===== src/rtl/jk_bank_sequencer.sv =====
// Command-driven sequencer for a bank of JK cells: it accepts one op/mask/count command
// and applies the op to the masked cells once per clock until the count runs out or an abort arrives.
module jk_bank_sequencer #(
  parameter int WIDTH = 8,
  parameter int CNT_W = 8
) (
  input  logic             clk,
  input  logic             rst_n,
  input  logic             cmd_valid,
  output logic             cmd_ready,
  input  logic [1:0]       cmd_op,
  input  logic [WIDTH-1:0] cmd_mask,
  input  logic [CNT_W-1:0] cmd_count,
  input  logic             abort,
  output logic             busy,
  output logic             done,
  output logic             aborted,
  output logic [WIDTH-1:0] q,
  output logic [WIDTH-1:0] qn
);

  typedef enum logic [1:0] {
    S_IDLE = 2'd0,
    S_RUN  = 2'd1,
    S_DONE = 2'd2
  } state_t;

  state_t           state;
  state_t           state_nxt;
  logic [1:0]       op_r;
  logic [WIDTH-1:0] mask_r;
  logic [CNT_W-1:0] remaining;
  logic             aborted_r;
  logic             accept;
  logic             apply;
  logic             abort_hit;

  function automatic logic [WIDTH-1:0] jk_next(input logic [WIDTH-1:0] cur,
                                               input logic [1:0]       op,
                                               input logic [WIDTH-1:0] mask);
    logic [WIDTH-1:0] t;
    case (op)
      2'b00:   t = cur;
      2'b01:   t = '0;
      2'b10:   t = '1;
      default: t = ~cur;
    endcase
    return (t & mask) | (cur & ~mask);
  endfunction

  always_ff @(posedge clk or negedge rst_n) begin
    if (!rst_n) state <= S_IDLE;
    else        state <= state_nxt;
  end

  always_comb begin
    state_nxt = state;
    accept    = 1'b0;
    apply     = 1'b0;
    abort_hit = 1'b0;
    case (state)
      S_IDLE: begin
        if (cmd_valid) begin
          accept    = 1'b1;
          state_nxt = S_RUN;
        end
      end
      S_RUN: begin
        // Abort wins over the application scheduled for this edge.
        if (abort) begin
          abort_hit = 1'b1;
          state_nxt = S_DONE;
        end else begin
          apply = 1'b1;
          if (remaining == CNT_W'(1)) state_nxt = S_DONE;
        end
      end
      S_DONE:  state_nxt = S_IDLE;
      default: state_nxt = S_IDLE;
    endcase
  end

  always_ff @(posedge clk or negedge rst_n) begin
    if (!rst_n) begin
      remaining <= '0;
      aborted_r <= 1'b0;
    end else begin
      aborted_r <= abort_hit;
      if (accept)     remaining <= (cmd_count == '0) ? CNT_W'(1) : cmd_count;
      else if (apply) remaining <= remaining - CNT_W'(1);
    end
  end

  always_ff @(posedge clk) begin
    if (accept) begin
      op_r   <= cmd_op;
      mask_r <= cmd_mask;
    end
  end

  always_ff @(posedge clk or negedge rst_n) begin
    if (!rst_n)     q <= '0;
    else if (apply) q <= jk_next(q, op_r, mask_r);
  end

  assign qn        = ~q;
  assign cmd_ready = (state == S_IDLE);
  assign busy      = (state == S_RUN);
  assign done      = (state == S_DONE);
  assign aborted   = aborted_r;

endmodule


===== config.mk =====
export PLATFORM = sky130hd
export DESIGN_NAME = jk_bank_sequencer
export DESIGN_NICKNAME = d
export VERILOG_FILES = /design/src/rtl/jk_bank_sequencer.sv
export SDC_FILE = /design/constraint.sdc
export NUM_CORES = 1
export LEC_CHECK = 0
export ABC_AREA = 1
export CAP_MARGIN = 20
export CORE_MARGIN = 3
export CORE_UTILIZATION = 46
export DETAILED_ROUTE_END_ITERATION = 10
export PLACE_DENSITY = 0.78
export SYNTH_ARGS = -nofsm -noshare
export SYNTH_HDL_FRONTEND = slang
export SYNTH_SLANG_ARGS = --single-unit

===== constraint.sdc =====
create_clock -name clk -period 1.5 [get_ports clk]
set_clock_uncertainty 0.15 [all_clocks]
set_input_delay 0.45 -clock clk [delete_from_list [all_inputs] [get_ports clk]]
set_output_delay 0.45 -clock clk [all_outputs]
set_load 0.03 [all_outputs]

==> results of run 1 <==
[placed cells by master, fill, tap and decap left out]
cell,netlist,layout
sky130_fd_sc_hd__inv_1,32,22
sky130_fd_sc_hd__clkbuf_4,0,5
sky130_fd_sc_hd__o21ai_0,10,10
sky130_fd_sc_hd__o21ai_1,1,1
sky130_fd_sc_hd__and2_1,1,1
sky130_fd_sc_hd__nor2_4,1,2
sky130_fd_sc_hd__inv_4,0,1
sky130_fd_sc_hd__ha_1,2,1
sky130_fd_sc_hd__or2_2,1,1
sky130_fd_sc_hd__clkinv_1,1,1
sky130_fd_sc_hd__nor3_1,10,10
sky130_fd_sc_hd__nand3_1,13,13
sky130_fd_sc_hd__buf_6,1,19
sky130_fd_sc_hd__clkinv_2,0,2
sky130_fd_sc_hd__nor2_1,11,9
sky130_fd_sc_hd__nor2_2,0,1
sky130_fd_sc_hd__edfxtp_1,10,10
sky130_fd_sc_hd__ha_2,0,1
sky130_fd_sc_hd__buf_12,0,2
sky130_fd_sc_hd__nand4_1,9,9
sky130_fd_sc_hd__inv_6,0,1
sky130_fd_sc_hd__xnor2_1,1,1
sky130_fd_sc_hd__clkinvlp_4,0,1
sky130_fd_sc_hd__clkdlybuf4s50_1,0,21
sky130_fd_sc_hd__dfrtp_1,19,17
sky130_fd_sc_hd__dfrtp_2,0,2
sky130_fd_sc_hd__inv_2,2,10
sky130_fd_sc_hd__buf_4,1,23
sky130_fd_sc_hd__o211ai_1,2,2
sky130_fd_sc_hd__xor2_1,1,1
sky130_fd_sc_hd__nand2_2,2,2
sky130_fd_sc_hd__nand2_1,37,37
[through the flow]
step	area, um2	setup TNS, ns	cells
after floorplan	1440	-0.0000373	169
after global placement	1910	-6.06	247
after detailed placement	1910	-6.53	247
after CTS	2060	-0.879	262
after global routing	2160	-1.82	270
final	2160	-0.789	270
[logic make-up (layout without fill, tap and decap cells)]
| family | after synthesis | after routing | share of synthesized area (%) |
|---|---|---|---|
| xor gates and xnor gates | 2 | 2 | 1.22 |
| buffers and inverters | 38 | 108 | 10.8 |
| AOI/OAI and AO/OA | 13 | 13 | 4.89 |
| and+or+nand+nor | 85 | 85 | 27.1 |
| DFF | 29 | 29 | 54.2 |
| adders and majority gates | 2 | 2 | 1.75 |
[critical path, delay by kind of cell (launching register included)]
family / cells / cell delay (ns)
flops: 1 / 0.47
simple gates: 1 / 0.15
buf+inv: 1 / 0.14
[routing by layer]
| layer | track usage, % | share of wire, % | vias up | wire length [um] |
|---|---|---|---|---|
| li1 | - | - | 680 | - |
| met1 | 23.7 | 41 | 656 | 1450 |
| met2 | 32.3 | 51 | 49 | 1820 |
| met3 | 5.17 | 6.2 | 7 | 218 |
| met4 | 5.76 | 1.5 | 0 | 53 |
| met5 | 0 | 0 | - | 0 |
[report_power, final]
group | switching (mW) | total (mW) | internal (mW) | leakage, nW
Clock | 0.284 | 0.460 | 0.176 | 0.0310
Sequential | 0.306 | 1.46 | 1.15 | 0.323
Combinational | 1.49 | 2.72 | 1.23 | 0.686
[cell type report]
class	instances	area (um2)
repair buffers	65	637
inverters	35	139
clock buffers	5	37.5
clock inverters	3	17.5
fillers	198	692
multi-input cells	102	513
flip-flops and latches	29	778
well taps	31	38.8
[final timing paths]
path | to | slack [ns] | depth (start not counted)
worst max-delay path | busy | -0.19 | 2
worst max register to register | flip-flop | 0.03 | 5
max in group asynchronous | state[1] | 0.75 | 2
worst min-delay path | remaining[2] | 0.30 | 2
worst min register to register | flip-flop | 0.40 | 2
min in group clk | flip-flop | 0.40 | 2
[timing repair]
action	in CTS	in global routing
resized for setup	22	13
pin swaps	1	1
buffers inserted	7	8
setup endpoints to repair	12	29
==> impl_summary.txt, run 1 <==
----------------------------------------------------
[Placement]
  Routability-driven placement congestion ratio ... 0.880
  Placed wire-length estimate ... 2520 um
  I/O Buffers ... 41
  Pre-CTS setup slack ... -0.263 ns

[Power]
  Sum of internal, switching and leakage power ... 4.64 mW
  Worst voltage drop across the vdd grid ... 0.00128 V
  Power per Cell Area ... 2150 nW/um2
  Leak pwr ... 1.04 nW

[Yosys]
  Total nets after synthesis ... 193
  Post-Synthesis Mean Instance Area ... 8.47 um2
  Area fraction of the dominant cell type after synthesis ... 33.2%
  Library cell occupying the most area in the post-synthesis netlist ... sky130_fd_sc_hd__dfrtp_1
  Cell types with the largest area share after synthesis ... sky130_fd_sc_hd__dfrtp_1 33%, sky130_fd_sc_hd__edfxtp_1 21%, sky130_fd_sc_hd__nand2_1 9.7%
  Number of enable flip-flop cells after synthesis ... 10
  Count of cell types in the netlist ... 23
  Top flip-flop cell by instance count after synthesis ... sky130_fd_sc_hd__dfrtp_1
  Number of warnings issued by yosys ... 0
  Cell area after synthesis ... 1430 um2
  Leading cell type by number of instances after synthesis ... sky130_fd_sc_hd__nand2_1
  Synth Register Bits ... 29
  Async set-reset flop share out of synthesis ... 65.5%
  Post-synth top cells ... 37 x sky130_fd_sc_hd__nand2_1, 32 x sky130_fd_sc_hd__inv_1, 19 x sky130_fd_sc_hd__dfrtp_1
  Sequential fraction of the synthesis area ... 54.2%
  Synthesized instance count ... 169

[Worst hold path]
  Kind of path behind the tightest hold check ... in2async

[Clock network]
  Count of hold buffers inserted by post-cts repair ... 0
  Count of clock tree sinks ... 29
  TritonCTS clock tree ... done
  Clock Latency Late Sink ... 0.33 ns
  Clock tree root buffer cell ... sky130_fd_sc_hd__clkbuf_4
  Maximum clock insertion buffer count ... 2
  Register clock-pin slew on the reported worst setup and hold paths ... 0.10 ns
  # H-tree levels ... 2
  TritonCTS Buffers ... 5

[Status]
  Failing checks ... setup timing
  Result of the run ... finished, violations left

[Floorplan]
  Area of the die ... 3820 um2
  Core Region ... 2850 um2
  Die Width ... 61.8 um
  Ports ... 42
  Die span in y ... 61.8 um
  Initial standard-cell utilization of the core ... 50.2%
  Number of rows in the core area ... 19

[Timing]
  Max Freq ... 593 MHz
  Headroom to the max-slew limit ... 80.9%
  Ratio of final minimum period to clock period ... 112%
  Number of hold-slack violations in the final timing report ... 0
  Setup-failing EPs final ... 12
  Slack of the critical path ... -0.187 ns
  Max-slew violations ... 0
  Setup repair after global routing missed its margin ... true
  Actual slew at the worst max-slew pin ... 0.287 ns
  WHS ... 0.302 ns
  Post-layout minimum cycle time ... 1.69 ns

[Critical path]
  Crit path DAT ... 1.09 ns
  Critical path fanouts, max ... 4
  Critical path, cell by cell ... nor2_4 > buf_6
  Worst setup path startpoint ... state[1]
  CP endpoint kind ... output pin
  Startpoint of the worst register-to-register path ... state[1]
  Delay of the slowest cell on the worst path ... 0.47 ns
  Setup CP Type ... reg2out
  Startpoint kind of the worst setup timing path ... flip-flop
  Cell at the slowest stage of the critical path ... sky130_fd_sc_hd__dfrtp_2
  Data required time of the critical path ... 0.90 ns

[Finish]
  Layout Utilization ... 75.7%
  Inserted Diodes ... 0
  Fraction of final layout cells with drive strength greater than 1 ... 30.5%
  Post-layout nets ... 262
  P&R area growth vs syn ... 51.0%

[Global routing]
  Remaining global-route overflow ... 0
  Initial antenna violation count ... 0
  Via count of the first global-routing pass ... 1233
  Global-route wire length before repair ... 5330 um
  Pin count of the biggest net entering global routing ... 20
  Global-route usage over all layers ... 19.0%

[Job]
  MaxCap Viol Count ... 0

[Route]
  Detailed-route wire length per cell ... 13.1 um
  Total wire length ... 3540 um
  Initial drt markers ... 72
  Drc violations ... 0
  Via count of the routed design ... 1392
  Post-DRT Antenna Nets ... 0
  Routed via count divided by cell count ... 5.16
  Router iterations before antenna repair ... 4

----------------------------------------------------
No activity file was read; power rests on OpenSTA's default activity.
==> run 2: changes to the inputs <==
SETUP_SLACK_MARGIN = 0.15   (was default)
==> impl_summary.txt, run 2 (same netlist as run 1, synthesis figures left out) <==
----------------------------------------------------
[Power]
  Power per Cell Area ... 2160 nW/um2 (+0.61%)
  Worst voltage drop across the vdd grid ... 0.00128 V (-0.12%)
  Leak pwr ... 1.10 nW (+5.4%)

[Placement]
  Routability-driven placement congestion ratio ... 0.891 (+1.2%)
  Cell area after placement ... 1960 um2 (+2.9%)
  I/O Buffers ... 41 (unchanged)
  Placed wire-length estimate ... 2640 um (+4.8%)

[Clock network]
  # H-tree levels ... 2 (unchanged)
  TritonCTS clock tree ... done
  Clock tree root buffer cell ... sky130_fd_sc_hd__clkbuf_4
  Count of hold buffers inserted by post-cts repair ... 0 (unchanged)
  Count of clock tree sinks ... 29 (unchanged)
  Register clock-pin slew on the reported worst setup and hold paths ... 0.10 ns (about the same)
  Maximum clock insertion buffer count ... 2 (unchanged)
  TritonCTS Buffers ... 5 (unchanged)
  Clock Latency Late Sink ... 0.34 ns (about the same)

[Global routing]
  Initial antenna violation count ... 0 (unchanged)
  Global-route wire length before repair ... 6090 um (+14%)
  Via count of the first global-routing pass ... 1419 (+15%)
  Global-route usage over all layers ... 22.8% (+3.7 points)
  Remaining global-route overflow ... 0 (unchanged)
  Pin count of the biggest net entering global routing ... 20 (unchanged)

[Timing]
  Slack of the critical path ... -0.190 ns (-0.00272 ns)
  Max-slew violations ... 0 (unchanged)
  Setup repair after global routing missed its margin ... true
  Headroom to the max-slew limit ... 73.8% (-7.1 points)
  Number of hold-slack violations in the final timing report ... 0 (unchanged)
  Setup-failing EPs final ... 18 (+6)
  WHS ... 0.282 ns (-0.0196 ns)
  Post-layout minimum cycle time ... 1.69 ns (+0.00272 ns)
  Ratio of final minimum period to clock period ... 113% (+0.18 points)
  Actual slew at the worst max-slew pin ... 0.392 ns (+0.105 ns)
  Max Freq ... 592 MHz (-0.16%)

[Route]
  Initial drt markers ... 78 (+8.3%)
  Drc violations ... 0 (unchanged)
  Total wire length ... 3940 um (+11%)
  Post-DRT Antenna Nets ... 0 (unchanged)
  Detailed-route wire length per cell ... 14.5 um (+11%)
  Router iterations before antenna repair ... 4 (unchanged)
  Routed via count divided by cell count ... 5.27 (+2.2%)
  Via count of the routed design ... 1428 (+2.6%)

[Critical path]
  Cell at the slowest stage of the critical path ... sky130_fd_sc_hd__dfrtp_2
  Crit path DAT ... 1.09 ns (about the same)
  CP endpoint kind ... output pin
  Setup CP Type ... reg2out
  Critical path, cell by cell ... nor2_4 > buf_6
  Delay of the slowest cell on the worst path ... 0.47 ns (about the same)
  Data required time of the critical path ... 0.90 ns (about the same)
  Startpoint kind of the worst setup timing path ... flip-flop
  Critical path fanouts, max ... 4 (unchanged)

[Finish]
  Fraction of final layout cells with drive strength greater than 1 ... 35.8% (+5.3 points)
  Post-layout nets ... 263 (+0.38%)
  P&R area growth vs syn ... 62.1%
  Area of all sequential standard cells ... 778 um2 (unchanged)
  Commonest non-fill, non-tap cells in the layout ... 36 x sky130_fd_sc_hd__nand2_1, 22 x sky130_fd_sc_hd__buf_6, 21 x sky130_fd_sc_hd__inv_1
  Commonest non-fill, non-tap cell in the layout ... sky130_fd_sc_hd__nand2_1
  Fill cells ... 168 (-15%)
  Post-route cell area ... 2320 um2 (+7.4%)
  Inserted Diodes ... 0 (unchanged)
  Area of the multi-input gates ... 626 um2 (+22%)

[Job]
  MaxCap Viol Count ... 0 (unchanged)

[Status]
  Failing checks ... setup timing
  Result of the run ... finished, violations left

[Floorplan]
  Core Region ... 2850 um2 (unchanged)
  Area of the die ... 3820 um2 (unchanged)
  Ports ... 42 (unchanged)
  Die Width ... 61.8 um (unchanged)
  Number of rows in the core area ... 19 (unchanged)
  Initial standard-cell utilization of the core ... 50.2% (unchanged)
  Die span in y ... 61.8 um (unchanged)

[Worst hold path]
  Kind of path behind the tightest hold check ... in2async

----------------------------------------------------
## run 2: cell count changes in the layout (fill, tap and decap cells not counted), moves of 2 or more
cell                      delta
sky130_fd_sc_hd__buf_6       +3
sky130_fd_sc_hd__buf_4       -6
sky130_fd_sc_hd__nand2_8     +3
sky130_fd_sc_hd__o21ai_0     -9
sky130_fd_sc_hd__nor3_2      +7
sky130_fd_sc_hd__nand3_2     +2
sky130_fd_sc_hd__o21ai_1     +8
sky130_fd_sc_hd__nor3_1      -8
sky130_fd_sc_hd__nand2_2     -2
sky130_fd_sc_hd__nand3_1     -2
## run 2: critical path, delay by kind of cell (launching register included)
kind | cells | cell delay [ns]
DFF | 1 | 0.47
and+or+nand+nor | 1 | 0.14
buffers and inverters | 1 | 0.14
## run 2: final timing paths
| path | start | to | slack, ns | cells past startpoint |
|---|---|---|---|---|
| setup / recovery | state[1] | busy | -0.19 | 2 |
| hold / removal | rst_n | async pin | 0.28 | 2 |
| setup reg to reg | state[1] | remaining[4] | 0.04 | 8 |
| hold reg to reg | state[1] | aborted | 0.40 | 1 |
| max in group asynchronous | rst_n | state[0] | 0.76 | 2 |
| min in group clk | state[1] | aborted | 0.40 | 1 |
## run 2: timing repair
action | in CTS | in global routing
pin swaps | 3 | 2
gates cloned | 0 | 3
setup buffers | 11 | 3
gates resized for setup | 40 | 10
endpoints found under the setup margin | 36 | 48
## run 2: stage by stage
stage | power, mW | std cells | TNS [ns] | util, % | setup slack, ns
2_1_floorplan | 2.89 | 169 | 0 | - | 0.0700
3_3_place_gp | 3.66 | 246 | -4.57 | 68.9 | -0.195
5_1_grt | 5.34 | 271 | -2.05 | 81.3 | -0.223
6_report | 5.01 | 271 | -1.11 | 81.3 | -0.190
4_1_cts | 4.73 | 265 | -1.13 | 77.9 | -0.178
3_5_place_dp | 3.72 | 246 | -5.02 | 68.9 | -0.209
## run 2: area by class of cell
class	count	area share [%]
Sequential cell	29	33.5
Tap cell	31	1.67
Multi-Input combinational cell	103	27.0
Clock inverter	3	0.755
Timing Repair inverter	2	1.19
Clock buffer	5	1.62
Inverter	35	6.31
Timing Repair Buffer	63	27.9
## run 2: routing by layer
layer | GRT usage [%] | vias to the layer above | wire [um]
li1 | - | 687 | -
met1 | 24.8 | 674 | 1510
met2 | 38.9 | 55 | 2040
met3 | 6.40 | 12 | 284
met4 | 14.2 | 0 | 114
met5 | 0 | - | 0
## run 2: power breakdown
group / internal, mW / leakage [nW] / switching, mW / total (mW)
Combinational: 1.37 / 0.742 / 1.71 / 3.07
Clock: 0.176 / 0.0310 / 0.291 / 0.467
Sequential: 1.15 / 0.323 / 0.313 / 1.47
==> RTL edit: new RTL, config.mk and constraints of run 2 <==
Set the parameter `WIDTH` to 10 (it was 8).
--- a/src/rtl/jk_bank_sequencer.sv
+++ b/src/rtl/jk_bank_sequencer.sv
@@ -3,3 +3,3 @@
 module jk_bank_sequencer #(
-  parameter int WIDTH = 8,
+  parameter int WIDTH = 10,
   parameter int CNT_W = 8
Ports: changed (resized cmd_mask, q and qn); port bits go from 42 to 48. The function was not compared with the original's and may differ.
==> RTL edit against run 2 <==
The flow still finishes with violations (setup timing); via count is 11% higher; sequential share of layout area up 0.13 points; sequential power is 14% higher; routed wire length grew 16%; core utilization rose by 1.7 points; design area increased by 14%; power is 15% higher; synthesized area increased by 12%; sequential cell count is 4 higher; setup slack worse by 0.035 ns; largest cell class unchanged; largest power group unchanged; highest routed layer unchanged.
==> RTL edit: results (changes against run 2) <==
[final_layout]
finish.cell_count_without_fillers = 311  ; +15%
drive_gt1_share_pct = 37.83  ; +2.0 points
finalNetCount = 292  ; +11%
fill_cells = 184  ; +9.5%
syn_to_final_growth_pct = 64.56

[drt]
drt-pass1-iter-count = 4  ; unchanged
vias_per_cell = 5.087  ; -3.5%
totalWireLength_mm = 4.582  ; +16%
drt_iter0_markers = 75  ; -3.8%

[synthesis]
synthArstFlopShare_pct = 63.64  ; -1.9 points
netlist_top_cells_count = sky130_fd_sc_hd__nand2_1 (37), sky130_fd_sc_hd__inv_1 (36), sky130_fd_sc_hd__dfrtp_1 (21)
synth_adder_area_share_pct = 1.561  ; -0.19 points
post_synth_main_area_contributors = sky130_fd_sc_hd__dfrtp_1 (33%), sky130_fd_sc_hd__edfxtp_1 (22%), sky130_fd_sc_hd__nand2_1 (8.7%)
synth_xor_area_share_pct = 1.093  ; -0.13 points
synth.yosys.warnings = 0  ; unchanged
synth_edf_count = 12  ; +2
synth_nets = 209  ; +8.3%
syn-mean-instance-area_um2 = 8.758  ; +3.4%
synth.yosys.seq_area_share_pct = 55.27  ; +1.1 points
synth_compound_area_share_pct = 4.996  ; +0.10 points

[worst_hold_path]
hp-class = in -> async

[setup_path]
worst_case_register_to_register_setup_slack_ns = -0.04  ; -0.08 ns
arrival_ns = 1.12  ; +0.03 ns
path_max_fanout = 3  ; -1
worst_path_largest_cell_delay_ns = 0.44  ; -0.03 ns

[placement]
postPlaceCellArea_um2 = 2175  ; +11%
gp_routability_congestion = 0.8030  ; -9.8%
dp.cells = 275  ; +12%
port-buffer-count = 47  ; +15%
place_hpwl_mm = 2.753  ; +4.1%

[sta]
final_setup_violation_count = 45  ; +27
setup_tns_ns = -2.078  ; -0.9626 ns
fin_worst_hold_slack_ns = 0.2770  ; -0.005080 ns
postLayoutSetupSlackWorst_ns = -0.2243  ; -0.03466 ns
max_slew.worst_pin.slew_ns = 0.4684  ; +0.07645 ns

[pwr]
p_leak_nw = 1.230  ; +12%
peakVddDrop_mv = 1.216  ; -4.9%

[global_routing]
maximum_number_of_pins_on_one_net_before_global_route_repair = 22  ; +10%
number_of_global_route_vias_before_repair = 1516  ; +6.8%
gr-usage-all-layers_pct = 22.87  ; +0.099 points
grt_pass1_wl_mm = 7.245  ; +19%

[clocking]
htree_num_levels = 2  ; unchanged
clk_root_buf = sky130_fd_sc_hd__clkbuf_4
cts_buffers = 5  ; unchanged
clk_latency_ns = 0.36  ; +0.02 ns

[outcome]
status = complete, but fails checks
violations = setup timing

[RTL edit: cell count changes after synthesis, sizes merged]
cell    delta
dfrtp      +2
edfxtp     +2
nand4      +2
o21ai      +2
nor3       +2
inv        +4
[RTL edit: stage by stage]
step	setup slack (ns)	total power, mW
floorplan	0.05252	3.254
global placement	-0.2182	4.072
detailed placement	-0.2654	4.146
CTS	-0.1947	5.335
global route	-0.2526	6.090
finish	-0.2243	5.739
[RTL edit: kinds of logic (layout without fill, tap and decap cells)]
| family | after synthesis | in the layout |
|---|---|---|
| AOI/OAI and AO/OA | 15 | 15 |
| DFF | 33 | 33 |
| buffers and inverters | 42 | 125 |
| and+or+nand+nor | 89 | 90 |
| xor gates and xnor gates | 2 | 2 |
| adders and majority gates | 2 | 2 |
[RTL edit: what timing repair did]
action	in CTS	in global routing
buffers inserted	14	8
pin swaps	2	3
setup endpoints to repair	41	56
gates resized for setup	46	12
gates cloned	4	2
[RTL edit: cell type report]
type	count	share of cell area (%)
clock inverter	2	0.4269
inverter	39	6.120
timing repair buffer	73	28.42
clock buffer	6	1.565
multi-input combinational	109	25.76
timing repair inverter	5	1.945
tap	44	2.087
sequential	33	33.68
[RTL edit: worst paths after layout]
kind,startpoint,to,depth (start not counted)
setup reg to reg,state[1]$_DFFE_PN0P_,mask_r[5]$_DFFE_PP_,5
max in group asynchronous,rst_n,state[0]$_DFFE_PN0P_,2
min in group clk,state[1]$_DFFE_PN0P_,aborted$_DFF_PN0_,1
hold reg to reg,state[1]$_DFFE_PN0P_,aborted$_DFF_PN0_,1
hold / removal,rst_n,asynchronous set/reset pin,2
setup / recovery,state[0]$_DFFE_PN0P_,busy,3
[RTL edit: report_power, final]
group,internal (mW),total (mW),switching (mW)
combinational,1.59,3.57,1.98
sequential,1.31,1.67,0.355
clock,0.178,0.502,0.324
[RTL edit: metal layers]
metal	routed length [um]	vias up	part of all wire (%)	global-route usage [%]
met5	0	-	0	0
met2	2454	53	54	41.76
met1	1806	759	39	26.31
met3	235	8	5.1	6.412
li1	-	762	-	-
met4	85	0	1.9	5.440
